## src/rtl/ethpipe_rx_slot_ctrl.sv

```systemverilog
// ---------------------------------------------------------------------------
// ethpipe_rx_slot_ctrl
//
// RX frame slot controller, pci_clk domain. The slot RAM written by the
// ethpipe GMII port is split into a ring of NSLOT = 2^SLOT_BITS slots of
// 2048 words each. This block:
//   - tells the port which slot to fill next (slot_wr_sel) and whether that
//     slot is free (slot_rx_empty),
//   - on every completed frame reads the frame-length word of the slot and
//     commits the slot to an in-order queue for the host/DMA side,
//   - frees the oldest slot when the host releases it.
//
// Ports
//   pci_clk           sole clock
//   sys_rst           synchronous active-high reset
//   slot_rx_complete  1-cycle pulse per received frame (already in pci_clk)
//   slot_rx_empty     high = slot_wr_sel slot is free for the port to fill
//   slot_wr_sel       slot index the port writes into
//   ram_rd_en         slot RAM read strobe
//   ram_rd_addr       slot RAM read address {slot, word}
//   ram_rd_q          slot RAM read data, valid 1 cycle after ram_rd_en
//   host_valid        at least one filled slot is waiting for the host
//   host_slot         oldest filled slot index
//   host_len          frame length (bytes) of host_slot
//   host_release      1-cycle pulse: host is done with host_slot
//   rx_frames         committed-frame counter (wraps)
//   err_count         protocol-error counter (saturates)
// ---------------------------------------------------------------------------
module ethpipe_rx_slot_ctrl #(
    parameter int          SLOT_BITS  = 2,
    parameter logic [10:0] LEN_OFFSET = 11'h4
) (
    input  logic                  pci_clk,
    input  logic                  sys_rst,
    // GMII port side
    input  logic                  slot_rx_complete,
    output logic                  slot_rx_empty,
    output logic [SLOT_BITS-1:0]  slot_wr_sel,
    // slot RAM read port
    output logic                  ram_rd_en,
    output logic [SLOT_BITS+10:0] ram_rd_addr,
    input  logic [31:0]           ram_rd_q,
    // host / DMA side
    output logic                  host_valid,
    output logic [SLOT_BITS-1:0]  host_slot,
    output logic [10:0]           host_len,
    input  logic                  host_release,
    // statistics
    output logic [31:0]           rx_frames,
    output logic [15:0]           err_count
);

    localparam int NSLOT = 1 << SLOT_BITS;
    localparam logic [SLOT_BITS:0] NSLOT_CNT = (SLOT_BITS + 1)'(NSLOT);

    // Length fetch sequencer: READ issues the RAM read, WAIT captures the
    // returned length word and commits the slot.
    typedef enum logic [1:0] {
        ST_IDLE = 2'd0,
        ST_READ = 2'd1,
        ST_WAIT = 2'd2
    } state_e;

    // -----------------------------------------------------------------------
    // State
    // -----------------------------------------------------------------------
    state_e               state_q,     state_d;
    logic                 pend_q,      pend_d;
    logic [SLOT_BITS-1:0] wr_ptr_q,    wr_ptr_d;
    logic [SLOT_BITS-1:0] rd_ptr_q,    rd_ptr_d;
    logic [SLOT_BITS:0]   count_q,     count_d;
    logic [31:0]          rx_frames_q, rx_frames_d;
    logic [15:0]          err_count_q, err_count_d;
    logic [10:0]          len_tbl_q [NSLOT];

    // -----------------------------------------------------------------------
    // Per-cycle events
    // -----------------------------------------------------------------------
    logic        full;
    logic        commit;
    logic        rel_ok;
    logic        err_cpl;
    logic        err_rel;
    logic [16:0] err_sum;

    // Only the low 11 bits of the length word are meaningful.
    logic ram_q_hi_unused;
    assign ram_q_hi_unused = ^ram_rd_q[31:11];

    // -----------------------------------------------------------------------
    // Next-state logic
    // -----------------------------------------------------------------------
    // NOTE: every signal gets a default at the top of the block; a path that
    // leaves one unassigned would otherwise infer a latch.
    always_comb begin
        state_d     = state_q;
        pend_d      = pend_q;
        wr_ptr_d    = wr_ptr_q;
        rd_ptr_d    = rd_ptr_q;
        rx_frames_d = rx_frames_q;
        err_cpl     = 1'b0;
        err_rel     = 1'b0;

        full   = (count_q == NSLOT_CNT);
        commit = (state_q == ST_WAIT);
        rel_ok = host_release && (count_q != '0);

        // Releasing with nothing queued is a host protocol error.
        if (host_release && !rel_ok) begin
            err_rel = 1'b1;
        end

        // Commit and release may coincide: count then stays put while both
        // pointers move.
        count_d = count_q
                + (SLOT_BITS + 1)'(commit)
                - (SLOT_BITS + 1)'(rel_ok);

        if (rel_ok) begin
            rd_ptr_d = rd_ptr_q + SLOT_BITS'(1);
        end

        if (commit) begin
            wr_ptr_d    = wr_ptr_q + SLOT_BITS'(1);
            rx_frames_d = rx_frames_q + 32'd1;
        end

        unique case (state_q)
            ST_IDLE: begin
                if (!full && (pend_q || slot_rx_complete)) begin
                    state_d = ST_READ;
                    // The pending frame is served first; a new pulse in the
                    // same cycle takes its place in pend.
                    pend_d  = pend_q && slot_rx_complete;
                end else if (slot_rx_complete) begin
                    // Ring full: the port wrote into a slot it was told was
                    // busy, so there is nowhere to commit this frame.
                    err_cpl = 1'b1;
                end
            end

            ST_READ, ST_WAIT: begin
                // One frame can be remembered while a fetch is in flight;
                // a second one is lost.
                if (slot_rx_complete) begin
                    if (pend_q) begin
                        err_cpl = 1'b1;
                    end else begin
                        pend_d = 1'b1;
                    end
                end

                if (state_q == ST_READ) begin
                    state_d = ST_WAIT;
                end else if (pend_q && (count_d < NSLOT_CNT)) begin
                    // Chain straight into the next fetch so back-to-back
                    // frames cost two cycles each. wr_ptr has already
                    // advanced, so READ addresses the next slot.
                    state_d = ST_READ;
                    pend_d  = 1'b0;
                end else begin
                    state_d = ST_IDLE;
                end
            end

            default: begin
                state_d = ST_IDLE;
            end
        endcase

        // Up to two errors can land in one cycle; the counter saturates.
        err_sum     = {1'b0, err_count_q} + 17'(err_cpl) + 17'(err_rel);
        err_count_d = err_sum[16] ? 16'hFFFF : err_sum[15:0];
    end

    // -----------------------------------------------------------------------
    // State registers
    // -----------------------------------------------------------------------
    // NOTE: sequential state uses non-blocking assignments so every register
    // samples the pre-edge value of the others regardless of statement order.
    always_ff @(posedge pci_clk) begin
        if (sys_rst) begin
            state_q     <= ST_IDLE;
            pend_q      <= 1'b0;
            wr_ptr_q    <= '0;
            rd_ptr_q    <= '0;
            count_q     <= '0;
            rx_frames_q <= '0;
            err_count_q <= '0;
        end else begin
            state_q     <= state_d;
            pend_q      <= pend_d;
            wr_ptr_q    <= wr_ptr_d;
            rd_ptr_q    <= rd_ptr_d;
            count_q     <= count_d;
            rx_frames_q <= rx_frames_d;
            err_count_q <= err_count_d;
        end
    end

    // Length table, one entry per slot, written when the slot commits.
    // NOTE: this small table is reset on purpose so host_len reads 0 after
    // reset; larger storage normally stays unreset and relies on valid bits.
    always_ff @(posedge pci_clk) begin
        if (sys_rst) begin
            for (int i = 0; i < NSLOT; i++) begin
                len_tbl_q[i] <= '0;
            end
        end else if (commit) begin
            len_tbl_q[wr_ptr_q] <= ram_rd_q[10:0];
        end
    end

    // -----------------------------------------------------------------------
    // Outputs
    // -----------------------------------------------------------------------
    // The incoming pulse itself clears slot_rx_empty so the port never sees
    // the just-filled slot as free, even for the cycle of the pulse.
    assign slot_rx_empty = (state_q == ST_IDLE) && !pend_q
                        && !slot_rx_complete && (count_q < NSLOT_CNT);
    assign slot_wr_sel   = wr_ptr_q;

    assign ram_rd_en   = (state_q == ST_READ);
    assign ram_rd_addr = ram_rd_en ? {wr_ptr_q, LEN_OFFSET} : '0;

    assign host_valid = (count_q != '0);
    assign host_slot  = rd_ptr_q;
    assign host_len   = len_tbl_q[rd_ptr_q];

    assign rx_frames = rx_frames_q;
    assign err_count = err_count_q;

endmodule

```

## config.mk

```make
export PLATFORM = sky130hd
export DESIGN_NAME = ethpipe_rx_slot_ctrl
export DESIGN_NICKNAME = d
export VERILOG_FILES = /design/src/rtl/ethpipe_rx_slot_ctrl.sv
export SDC_FILE = /design/constraint.sdc
export NUM_CORES = 1
export LEC_CHECK = 0
export CORE_MARGIN = 2
export CORE_UTILIZATION = 45
export CTS_BUF_LIST = sky130_fd_sc_hd__clkbuf_16
export DETAILED_ROUTE_END_ITERATION = 8
export GPL_TIMING_DRIVEN = 0
export PLACE_DENSITY = 0.85
export SLEW_MARGIN = 20
export SYNTH_ARGS = -nofsm -noshare
export SYNTH_HDL_FRONTEND = slang
export SYNTH_SLANG_ARGS = --single-unit
```

## constraint.sdc

```tcl
create_clock -name pci_clk -period 2.7 [get_ports pci_clk]
set_clock_uncertainty 0.05 [all_clocks]
set_input_delay 0.54 -clock pci_clk [delete_from_list [all_inputs] [get_ports pci_clk]]
set_output_delay 0.54 -clock pci_clk [all_outputs]
set_load 0.05 [all_outputs]
```

==> results of run 1 <==
==> power groups by stage <==
| stage | clock [mW] | combinational [mW] | sequential (mW) |
|---|---|---|---|
| after floorplan | 0 | 0.963 | 1.98 |
| after global placement | 0 | 1.42 | 1.88 |
| after detailed placement | 0 | 1.46 | 1.89 |
| after CTS | 1.26 | 1.43 | 1.87 |
| after global routing | 1.33 | 1.62 | 1.89 |
| final | 1.24 | 1.52 | 1.87 |
==> per-layer routing <==
layer	vias to the layer above	GRT usage [%]	share of wire, %
li1	1859	-	-
met1	1828	25.0	41
met5	-	0	0
met3	12	3.45	6.4
met4	0	5.68	0.98
met2	147	35.2	52
==> how the worst max path moves through the flow <==
stage / start / end / cells after the start / slack (ns)
6_report: state_q[0] / err_count[12] / 15 / 0.10
5_1_grt: state_q[0] / err_count[14] / 14 / -0.06
4_1_cts: state_q[0] / slot_rx_empty / 5 / 0.002
3_5_place_dp: slot_rx_complete / err_count[7] / 14 / -0.79
3_3_place_gp: slot_rx_complete / err_count[11] / 14 / -0.68
2_1_floorplan: state_q[0] / slot_rx_empty / 4 / 0.02
==> Yosys cell counts (all sizes together) <==
cell type  number  area share [%]
nand4           8             1.0
nor2b          10             1.3
o31a            2            0.36
mux2i           2            0.41
o21bai          2            0.31
xnor2           8             1.4
or4            10             1.6
nor3            5            0.52
a311oi          1            0.18
xor2           15             2.7
dfxtp          60              25
o21ai           8            0.82
edfxtp         44              27
a31o            2            0.36
mux2            7             1.6
o211ai          1            0.15
nand3b          1            0.15
clkbuf         19             1.5
and3            7            0.90
or2             2            0.26
a21oi          28             2.9
a31oi           3            0.39
buf            16             2.3
a2111oi         1            0.18
nor3b           1            0.15
o31ai           9             1.4
and4            6             1.1
nand3          18             1.9
and2           15             1.9
fa              2            0.82
mux4           11             5.1
or3             6            0.82
nand2b          3            0.39
ha              8             2.1
nor2           53             4.1
nor4           10             1.3
xnor3           1            0.46
inv            30             2.3
conb            1           0.077
nand2          31             2.4
a41o            2            0.41
==> layout make-up <==
class | count | area share, %
Buffer | 35 | 3.28
Clock buffer | 9 | 3.56
Clock inverter | 6 | 0.830
Inverter | 30 | 1.78
Multi-Input combinational cell | 309 | 34.1
Sequential cell | 104 | 40.0
Tap cell | 136 | 2.69
Timing Repair Buffer | 91 | 13.8
==> timing repair <==
action / CTS / global route
gates resized for setup: 22 / 25
pin swaps: 3 / 8
setup buffers: 1 / 8
setup endpoints to repair: 28 / 25
hold buffers: 0 / 0
==> worst max-delay path, delay by kind of cell (launching register included) <==
family | cells | cell delay [ns]
DFF | 1 | 0.35
and+or+nand+nor | 7 | 0.77
buffers and inverters | 5 | 0.51
adders and majority gates | 3 | 0.83
==> logic make-up after synthesis <==
logic type,share of synthesized area [%]
compound gates,7.45
xor+xnor,4.61
fa+ha+maj,2.89
buf+inv,6.06
flops,52.0
mux,7.14
other cells,0.0772
simple gates,19.8
==> state kept, by name, summed over array words and instances (netlist names), named ones only <==
signal / cells
pend_q: 1
slot_wr_sel: 2
err_count: 16
state_q: 2
rx_frames: 32
host_slot: 2
count_q: 3
len_tbl_q: 44
==> run summary, run 1 <==
The flow ran to the end, and the final reports show no timing, DRC or antenna violations. Counting every instance in the synthesized netlist gives 469. The multi-input combinational cells in the finished layout cover a total of 0.00216 mm². Across the run, the number of max-cap violations was 0.

Transition time of the tightest slew-check pin: 0.683 ns. The clock latency of the later-clocked register in the worst-skew pair came out at 0.34 ns. The analysis attributes to net switching a power of 1.57 mW. In this run the worst hold path is classified as reg -> reg.

Arrival time of data at the critical path endpoint: 2.81 ns. Dividing the synthesized area by the synthesized cell count gives 10.4 µm². In the final routed layout, each cell accounts on average for 15.8 µm. Entering global routing, the biggest net connects 16 pins. Worst hold path startpoint: rx_frames[26].

Sequential cells account for 40.4% of the total power. The data required time of the worst path is 2.91 ns. After the last flow step, the layout net total stands at 626. The tools report the final HPWL from detailed placement as 7830 µm. Per report_power, the combinational group accounts for 32.7% of the total. For this run, the total global-route usage over all layers was measured as 19.9%.

Counting instances, the worst hold path has a depth of 2. The run gives 0 as the number of antenna violations at the first check in global routing. For the final count of negative-setup-slack endpoints, the log shows 0.

The total number of placement rows was 37; the detailed router's first-iteration violation count was 152. The congestion estimate from routability-driven global placement came to 0.828. The floorplan step defined a core boundary enclosing 0.0104 mm². The logs give 52.0% for the share of synthesized area occupied by flip-flops and latches and 0 for the final max-slew violation count. Global routing finished with a remaining overflow of 0. The logs give 60.8% for the core utilization of the finished layout and 11400 µm for the wire length reported by the detailed router. For this run, the top clock speed supported by timing is 0.385 GHz. The synthesized design contains 104 register bits. The switching share of total power was 33.9%.

The library cell used most frequently in the layout, excluding fill and tap cells, is sky130_fd_sc_hd__clkdlybuf4s50_1. The logs give 3.06 mW for the design internal power and 46.6% for the starting utilization of the core area. In the final timing run, aggregate negative setup slack is 0 ns.

The launch instance of the worst register-to-register path was state_q[0]. The first detailed-routing pass took 5 iterations. Across the VDD grid, the largest voltage drop is 0.378 mV.

In this run the static leakage power is 2.39 nW. The root buffer cell chosen for the clock tree is sky130_fd_sc_hd__clkbuf_16. Yosys mapped the design onto 48 distinct sky130hd cell types. The power density over the cells came out at 732 mW/mm². Setup repair after global routing could not meet its margin everywhere. Share of cells above drive strength 1: 14.7%.

In this run the count of I/O pins placed on the die edge is 115. The worst setup path is launched from a register. The residual DRC count was 0.

The routed layout has 3846 vias. The placed instances occupy a cell area of 0.00591 mm². In the final layout, flip-flops and latches occupy 0.00253 mm². Counting the fill cells in the layout gives 855. The tools report the relative slew slack as 54.4%. The via count of the first global-routing pass is 3763.

The post-route fraction of the period consumed by the critical path is 96.2%. Walking the worst path, the cells encountered are inv_2, ha_4, nand2_2, nand2_1, nand3b_1, fa_2, inv_1, ha_2, buf_6, nand2_2, nor4_4, buf_4, buf_4, nor2_1, nor3_1. The critical path endpoint category is a register. TritonCTS built the clock tree.

The number of antenna diodes in the final layout is 0. After detailed placement, the design holds a cell count of 696. The total count of hold-check failures in the final report is 0, and the final design instance area without fill is 0.00633 mm². Counting cells, the worst reg-to-reg path comes to 15.

In the layout the commonest cells are sky130_fd_sc_hd__clkdlybuf4s50_1 (70), sky130_fd_sc_hd__dfxtp_1 (55), sky130_fd_sc_hd__nor2_1 (52), sky130_fd_sc_hd__edfxtp_1 (44), sky130_fd_sc_hd__inv_1 (30). Clock-pin slew was measured on the worst setup and hold paths at 0.07 ns. The number of antenna-violating nets in the routed design is 0, and the total chip power is 4.63 mW.

The largest stage delay on the critical path is 0.40 ns, and the non-filler instance count after layout is 720. The endpoint identified for the worst register-to-register timing path is err_count[12]. The count of warnings emitted by yosys came out at 0. The slowest cell on the critical path is sky130_fd_sc_hd__fa_2.

Summing every instance area after synthesis gives 0.00485 mm². The register-to-register path setup slack was 0.10 ns. For this design, the sink count on the clock tree is 104. After layout, the worst setup slack is 0.103 ns. The via count normalized by instance count was 5.34.

Buffers placed on the I/O ports in this run total 82. The highest fanout seen on the critical path was 5. The clock network is responsible for 26.8% of the overall power. The wire length of the first global-routing pass was 18200 µm.

The die is 108 µm tall. The H-tree generated during clock tree synthesis spans 3 levels. The worst hold slack is 0.462 ns, and the post-place setup slack is -0.792 ns.

TritonCTS created 9 clock buffers. The worst setup path is of the reg -> reg kind. The die is 108 µm wide. Compared with the post-synthesis result, the final layout area differs by 30.5%. The capture endpoint of the worst hold path was rx_frames[26]. The clock tree buffer depth was 2. Subtracting the final worst setup slack from the clock period gives 2.60 ns. The die area was 0.0116 mm².
Power figures use the tool's default switching activity.
==> run 2, diff against run 1 <==
- CORE_MARGIN: 2 -> 8
==> run 2 against run 1 <==
The flow now finishes with violations (negative setup slack). Final area increased by 2.3%. Cell count increased by 1.3%. Highest routed layer unchanged. Flip-flop and latch count did not move. Routed wire length up 8.2%. Hold slack about the same.
==> run summary, run 2 (synthesized netlist as in run 1, its figures left out) <==
The flow ran to the end, but the final reports show violations. The final reports fail on negative setup slack. The logs give -0.0269 ns (was 0.103 ns) for the least setup slack across all paths after layout and 8370 µm (was 7830 µm) for the final HPWL from detailed placement.

The static leakage was 2.42 nW (was 2.39 nW); the number of H-tree branching levels was 3 (unchanged). The launch instance of the worst register-to-register path is state_q[1] (was state_q[0]). The kind of launch point of the worst setup path is a register (unchanged). The transition time of the tightest slew-check pin was 0.808 ns (was 0.683 ns); the hold-critical path depth was 2 (unchanged). The first-pass detailed-route iteration total came out at 5 (unchanged).

The run gives 3892 (was 3846) as the total number of vias. End of the worst register-to-register path: err_count[0] (was err_count[12]). Wire length of the first global-routing pass: 19100 µm (was 18200 µm). The die span in x was 120 µm (was 108 µm).

The register containing the most flip-flops in the final layout is len_tbl_q (unchanged). The core utilization of the finished layout was 60.6% (was 60.8%). The final critical path time including I/O delays and setup came out at 2.73 ns (was 2.60 ns). The met3 global-route usage came out at 5.54% (was 3.45%). Hold-fix buffer count after cts: 0 (unchanged). The wire length per cell was 16.9 µm (was 15.8 µm). The post-route setup TNS came out at -0.146 ns (was 0 ns). The capture endpoint of the worst hold path is rx_frames[20] (was rx_frames[26]). The flip-flop count of the largest register after layout was 44 (unchanged). The worst hold path startpoint is rx_frames[20] (was rx_frames[26]). The tools report the largest net degree at the start of global routing as 18 (was 16). The total number of placement rows was 38 (was 37). The number of nets in the layout came out at 630 (was 626).

Commonest cells after routing, fill and taps aside: sky130_fd_sc_hd__clkdlybuf4s50_1 (70), sky130_fd_sc_hd__dfxtp_1 (55), sky130_fd_sc_hd__nor2_1 (52), sky130_fd_sc_hd__edfxtp_1 (44), sky130_fd_sc_hd__nand2_1 (29) (was sky130_fd_sc_hd__clkdlybuf4s50_1 (70), sky130_fd_sc_hd__dfxtp_1 (55), sky130_fd_sc_hd__nor2_1 (52), sky130_fd_sc_hd__edfxtp_1 (44), sky130_fd_sc_hd__inv_1 (30)). The number of cells traversed by the worst register-to-register path was 14 (was 15). Number of ports placed on the die boundary: 115 (unchanged). The residual DRC count came out at 0 (unchanged). The arrival time of data at the critical path endpoint is 2.94 ns (was 2.81 ns). The via count normalized by instance count was 5.34 (about the same); the register-to-register path setup slack was -0.03 ns (was 0.10 ns). The run gives 0 (unchanged) as the final max-slew violation count. The post-route fraction of the period consumed by the critical path is 101% (was 96.2%), and the number of max-cap violations is 0 (unchanged). Highest fanout seen on the critical path: 4 (was 5). The logs give 28.7% (was 35.2%) for the global-route met2 utilization and 0 (unchanged) for the number of antenna-violating nets in the routed design. The logs give 46.1% (was 54.4%) for the relative slew slack and 857 (was 855) for the fill cell total of the finished layout.

The clock-pin slew on the worst setup and hold paths was 0.07 ns (about the same). Multi-input logic area: 0.00222 mm² (was 0.00216 mm²). Setup repair after global routing could not meet its margin everywhere. The clock tree buffer depth is 2 (unchanged). The number of buffers added by the clock tree synthesis step is 9 (unchanged).

The wire length reported by the detailed router was 12300 µm (was 11400 µm). The run gives 0.00253 mm² (unchanged) as the storage element area. The remaining global-route overflow is 0 (unchanged), and the height of the chip is 120 µm (was 108 µm). For the detailed router's first-iteration violation count, the log shows 265 (was 152).

The clock latency of the later-clocked register in the worst-skew pair came out at 0.34 ns (about the same). The run gives 3890 (was 3763) as the via count of the first global-routing pass. The data required time of the worst path came out at 2.91 ns (about the same).

The category of the critical setup timing path was reg -> reg (unchanged). The root cell of the clock tree is sky130_fd_sc_hd__clkbuf_16 (unchanged). Count of buffers from port buffering: 82 (unchanged). The run gives 18.5% (was 25.0%) as the global-route track usage on met1. For the area of the placeable core, the log shows 0.0107 mm² (was 0.0104 mm²). The number of antenna diodes came out at 0 (unchanged). The highest clock frequency the design can meet is 0.367 GHz (was 0.385 GHz). The share of cells above drive strength 1 is 17.5% (was 14.7%), and the power density over the cells is 742 mW/mm² (was 732 mW/mm²). The number of antenna violations at the first check in global routing was 0 (unchanged); the die area was 0.0144 mm² (was 0.0116 mm²).

The total count of hold-check failures in the final report is 0 (unchanged), and the synthesis-to-layout area growth is 33.5% (was 30.5%). The final count of negative-setup-slack endpoints came out at 8 (was 0). The largest voltage drop on the vdd net came out at 0.627 mV (was 0.378 mV). Commonest non-fill, non-tap cell in the layout: sky130_fd_sc_hd__clkdlybuf4s50_1 (unchanged). The global-route usage over all layers is 16.5% (was 19.9%). The class of the worst hold path was reg -> reg (unchanged). The layer carrying the most global-route usage is met2 (unchanged). The starting utilization of the core area was 45.4% (was 46.6%); the number of clock sinks was 104 (unchanged).

TritonCTS built the clock tree. The run gives 0.851 (was 0.828) as the global placement routability congestion. The tools report the critical path endpoint category as a register (unchanged).
-- run 2: cell count changes in the layout (fill, tap and decap cells not counted), sizes merged --
cell / delta
clkinv: +1
dlymetal6s2s: -1
clkbuf: +2
inv: -2
buf: +3
clkinvlp: +2
-- run 2: how the worst max path moves through the flow --
stage                                start       endpoint  slack (ns)
after floorplan                 state_q[0]  slot_rx_empty        0.02
after global placement    slot_rx_complete  err_count[11]       -0.66
after detailed placement  slot_rx_complete   err_count[6]       -0.79
after CTS                         register    host_len[1]        0.01
after global routing            state_q[1]  err_count[13]       -0.10
final                           state_q[1]   err_count[0]       -0.03
-- run 2: metrics by stage --
stage | hold WS (ns) | cell area (µm²) | std cells | total power [mW] | setup WS [ns]
CTS | 0.455 | 6230 | 718 | 4.64 | 0.0110
global placement | 0.425 | 5910 | 700 | 3.32 | -0.660
detailed placement | 0.442 | 5910 | 700 | 3.37 | -0.793
global route | 0.501 | 6480 | 729 | 5.00 | -0.103
finish | 0.462 | 6480 | 729 | 4.81 | -0.0269
floorplan | 0.461 | 4910 | 478 | 2.94 | 0.0203
-- run 2: repair_timing --
action	CTS	global route
resized for setup	24	40
endpoints found under the setup margin	28	25
buffers inserted	2	10
cloned	0	1
pin swaps	4	11
-- run 2: critical path: stages (launching register included) --
cell	delay, ns
sky130_fd_sc_hd__dfxtp_2	0.37
sky130_fd_sc_hd__inv_2	0.06
sky130_fd_sc_hd__ha_4	0.27
sky130_fd_sc_hd__nand2_2	0.06
sky130_fd_sc_hd__nand2_1	0.08
sky130_fd_sc_hd__nand3b_1	0.13
sky130_fd_sc_hd__fa_2	0.43
sky130_fd_sc_hd__inv_2	0.08
sky130_fd_sc_hd__ha_4	0.12
sky130_fd_sc_hd__buf_6	0.11
sky130_fd_sc_hd__nand2_4	0.05
sky130_fd_sc_hd__nor4_4	0.32
sky130_fd_sc_hd__nand3_2	0.21
sky130_fd_sc_hd__buf_6	0.19
sky130_fd_sc_hd__a21oi_1	0.14
-- run 2: area by class of cell --
| class | instances | area share [%] |
|---|---|---|
| Inverter | 30 | 1.74 |
| Sequential cell | 104 | 39.1 |
| Buffer | 35 | 3.26 |
| Timing Repair Buffer | 95 | 14.4 |
| Tap cell | 140 | 2.70 |
| Clock inverter | 7 | 1.12 |
| Multi-Input combinational cell | 309 | 34.2 |
| Clock buffer | 9 | 3.47 |
-- run 2: metal layers --
metal	wire, µm	vias up	part of all wire [%]
li1	-	1865	-
met1	4960	1882	40
met2	6340	137	51
met3	901	8	7.3
met4	122	0	0.99
met5	0	-	0
-- run 2: power breakdown --
group	switching, mW	internal, mW	total, mW
logic	0.972	0.651	1.62
clock network	0.582	0.721	1.30
registers	0.108	1.77	1.88
==> run 3, diff against run 2 <==
- RECOVER_POWER: default -> 25
==> results of run 3 <==
Same layout as run 2: the final DEF is identical, and so are final timing and power.
==> edit: new RTL, flow settings as in run 2 <==
The parameter `SLOT_BITS` goes from 2 to 1. Comments in the files are not updated.
--- a/src/rtl/ethpipe_rx_slot_ctrl.sv
+++ b/src/rtl/ethpipe_rx_slot_ctrl.sv
@@ -27,7 +27,7 @@
 //   err_count         protocol-error counter (saturates)
 // ---------------------------------------------------------------------------
 module ethpipe_rx_slot_ctrl #(
-    parameter int          SLOT_BITS  = 2,
+    parameter int          SLOT_BITS  = 1,
     parameter logic [10:0] LEN_OFFSET = 11'h4
 ) (
     input  logic                  pci_clk,
Ports: changed (resized host_slot, ram_rd_addr and slot_wr_sel); port bits go from 115 to 112. No check against the original RTL was run, so the function may have changed too.
==> edit against run 2 <==
First-iteration DRC count is 49% lower. Non-clock buffer count is 9 lower. Global-route usage is 0.13 points lower. Area after synthesis is 23% lower. Final area is 20% lower. Largest power group unchanged. Synthesized cell count is 18% lower. Sequential cell count is 26 lower. Wire length is 22% lower. Highest routed layer unchanged. Setup slack better by 94 ps. Power is 20% lower.
==> edit: results <==
<?xml version="1.0" encoding="UTF-8"?>
<metrics>
  <group name="place">
    <metric name="dpl_cell_area" unit="um2">4720</metric>
    <metric name="port-buffer-count" unit="">80</metric>
    <metric name="dp_cells" unit="">578</metric>
    <metric name="place_ws" unit="ps">-895</metric>
  </group>
  <group name="route">
    <metric name="vias_per_cell" unit="">5.50</metric>
    <metric name="drt_total_wl" unit="mm">9.67</metric>
    <metric name="wl_met2" unit="mm">4.95</metric>
    <metric name="drt_first_iter_violations" unit="">136</metric>
    <metric name="dr_total_vias" unit="">3317</metric>
    <metric name="detail_route.wirelength.met1" unit="mm">3.89</metric>
  </group>
  <group name="worst_setup_path">
    <metric name="worst_case_reg_to_reg_path_depth" unit="">13</metric>
    <metric name="slowest_stage_delay_on_critical_path" unit="ps">400</metric>
    <metric name="r2r_setup_slk" unit="ps">70</metric>
  </group>
  <group name="global_routing">
    <metric name="met3_usage" unit="">0.0396</metric>
    <metric name="grt_pass1_wl" unit="mm">15.4</metric>
    <metric name="gr-usage-all-layers" unit="">0.163</metric>
    <metric name="grt_pass1_vias" unit="">3299</metric>
    <metric name="grt_start_max_net_pins" unit="">16</metric>
  </group>
  <group name="synth">
    <metric name="ys_types" unit="">42</metric>
    <metric name="synth-compound-area-share" unit="">0.119</metric>
    <metric name="synth_xor_xnor_area_share" unit="">0.0492</metric>
    <metric name="synth.yosys.seq_area_share" unit="">0.477</metric>
    <metric name="synth_mux_area_frac" unit="">0.0385</metric>
    <metric name="synth-adder-area-share" unit="">0.0321</metric>
    <metric name="synth.top_cells.by_count" unit="">sky130_fd_sc_hd__dfxtp_1, sky130_fd_sc_hd__a21oi_1, sky130_fd_sc_hd__and2_1</metric>
    <metric name="syn-mean-instance-area" unit="um2">9.76</metric>
  </group>
  <group name="power">
    <metric name="vdd_drop_max" unit="V">0.000523</metric>
    <metric name="total_leakage_power" unit="nW">1.84</metric>
  </group>
  <group name="layout">
    <metric name="largest_register_ffs" unit="">32</metric>
  </group>
  <group name="status">
    <metric name="outcome" unit="">finished clean</metric>
  </group>
</metrics>
[edit: power by group through the flow]
| stage | registers [W] | clock network [W] | logic [W] |
|---|---|---|---|
| floorplan | 0.00150 | 0 | 0.000781 |
| global placement | 0.00140 | 0 | 0.00121 |
| detailed placement | 0.00141 | 0 | 0.00124 |
| CTS | 0.00139 | 0.00115 | 0.00126 |
| global route | 0.00141 | 0.00120 | 0.00142 |
| finish | 0.00140 | 0.00113 | 0.00133 |
[edit: how the worst max path moves through the flow]
stage,startpoint,endpoint,slack (ps),cells after the start
2_1_floorplan,slot_rx_complete,err_count[13],0.7,12
3_5_place_dp,slot_rx_complete,err_count[13],-900,13
4_1_cts,state_q[0],err_count[2],10,13
3_3_place_gp,slot_rx_complete,err_count[10],-780,13
5_1_grt,count_q[1],err_count[13],-50,12
6_report,state_q[0],err_count[2],70,13
[edit: cell type report]
class	instances	area (um2)
clock inverters	7	56.3
inverters	17	63.8
flip-flops and latches	78	1780
well taps	105	131
repair buffers	90	887
multi-input cells	266	1830
plain buffers	31	181
fillers	667	2980
clock buffers	9	225
[edit: stage by stage]
step	total power (W)	setup TNS, ps
after floorplan	0.00228	0
after global placement	0.00261	-10900
after detailed placement	0.00265	-12500
after CTS	0.00380	0
after global routing	0.00403	-338
final	0.00386	0
[edit: logic make-up after synthesis]
family,after synthesis
muxes,13
AOI/OAI and AO/OA,73
and+or+nand+nor,140
buffers and inverters,48
adders and majority gates,9
DFF,78
other,1
xor gates and xnor gates,21
[edit: repair_timing]
action	4_1_cts	5_1_grt
gates cloned	0	1
hold endpoints to repair	0	0
buffers inserted	2	6
setup endpoints to repair	27	13
pin swaps	2	6
gates resized for setup	12	14
[edit: worst min-delay path: cells and delay by family (launching register included)]
kind	cells	cell delay, ps
AO/OA/AOI/OAI	2	120
flip-flops	1	320
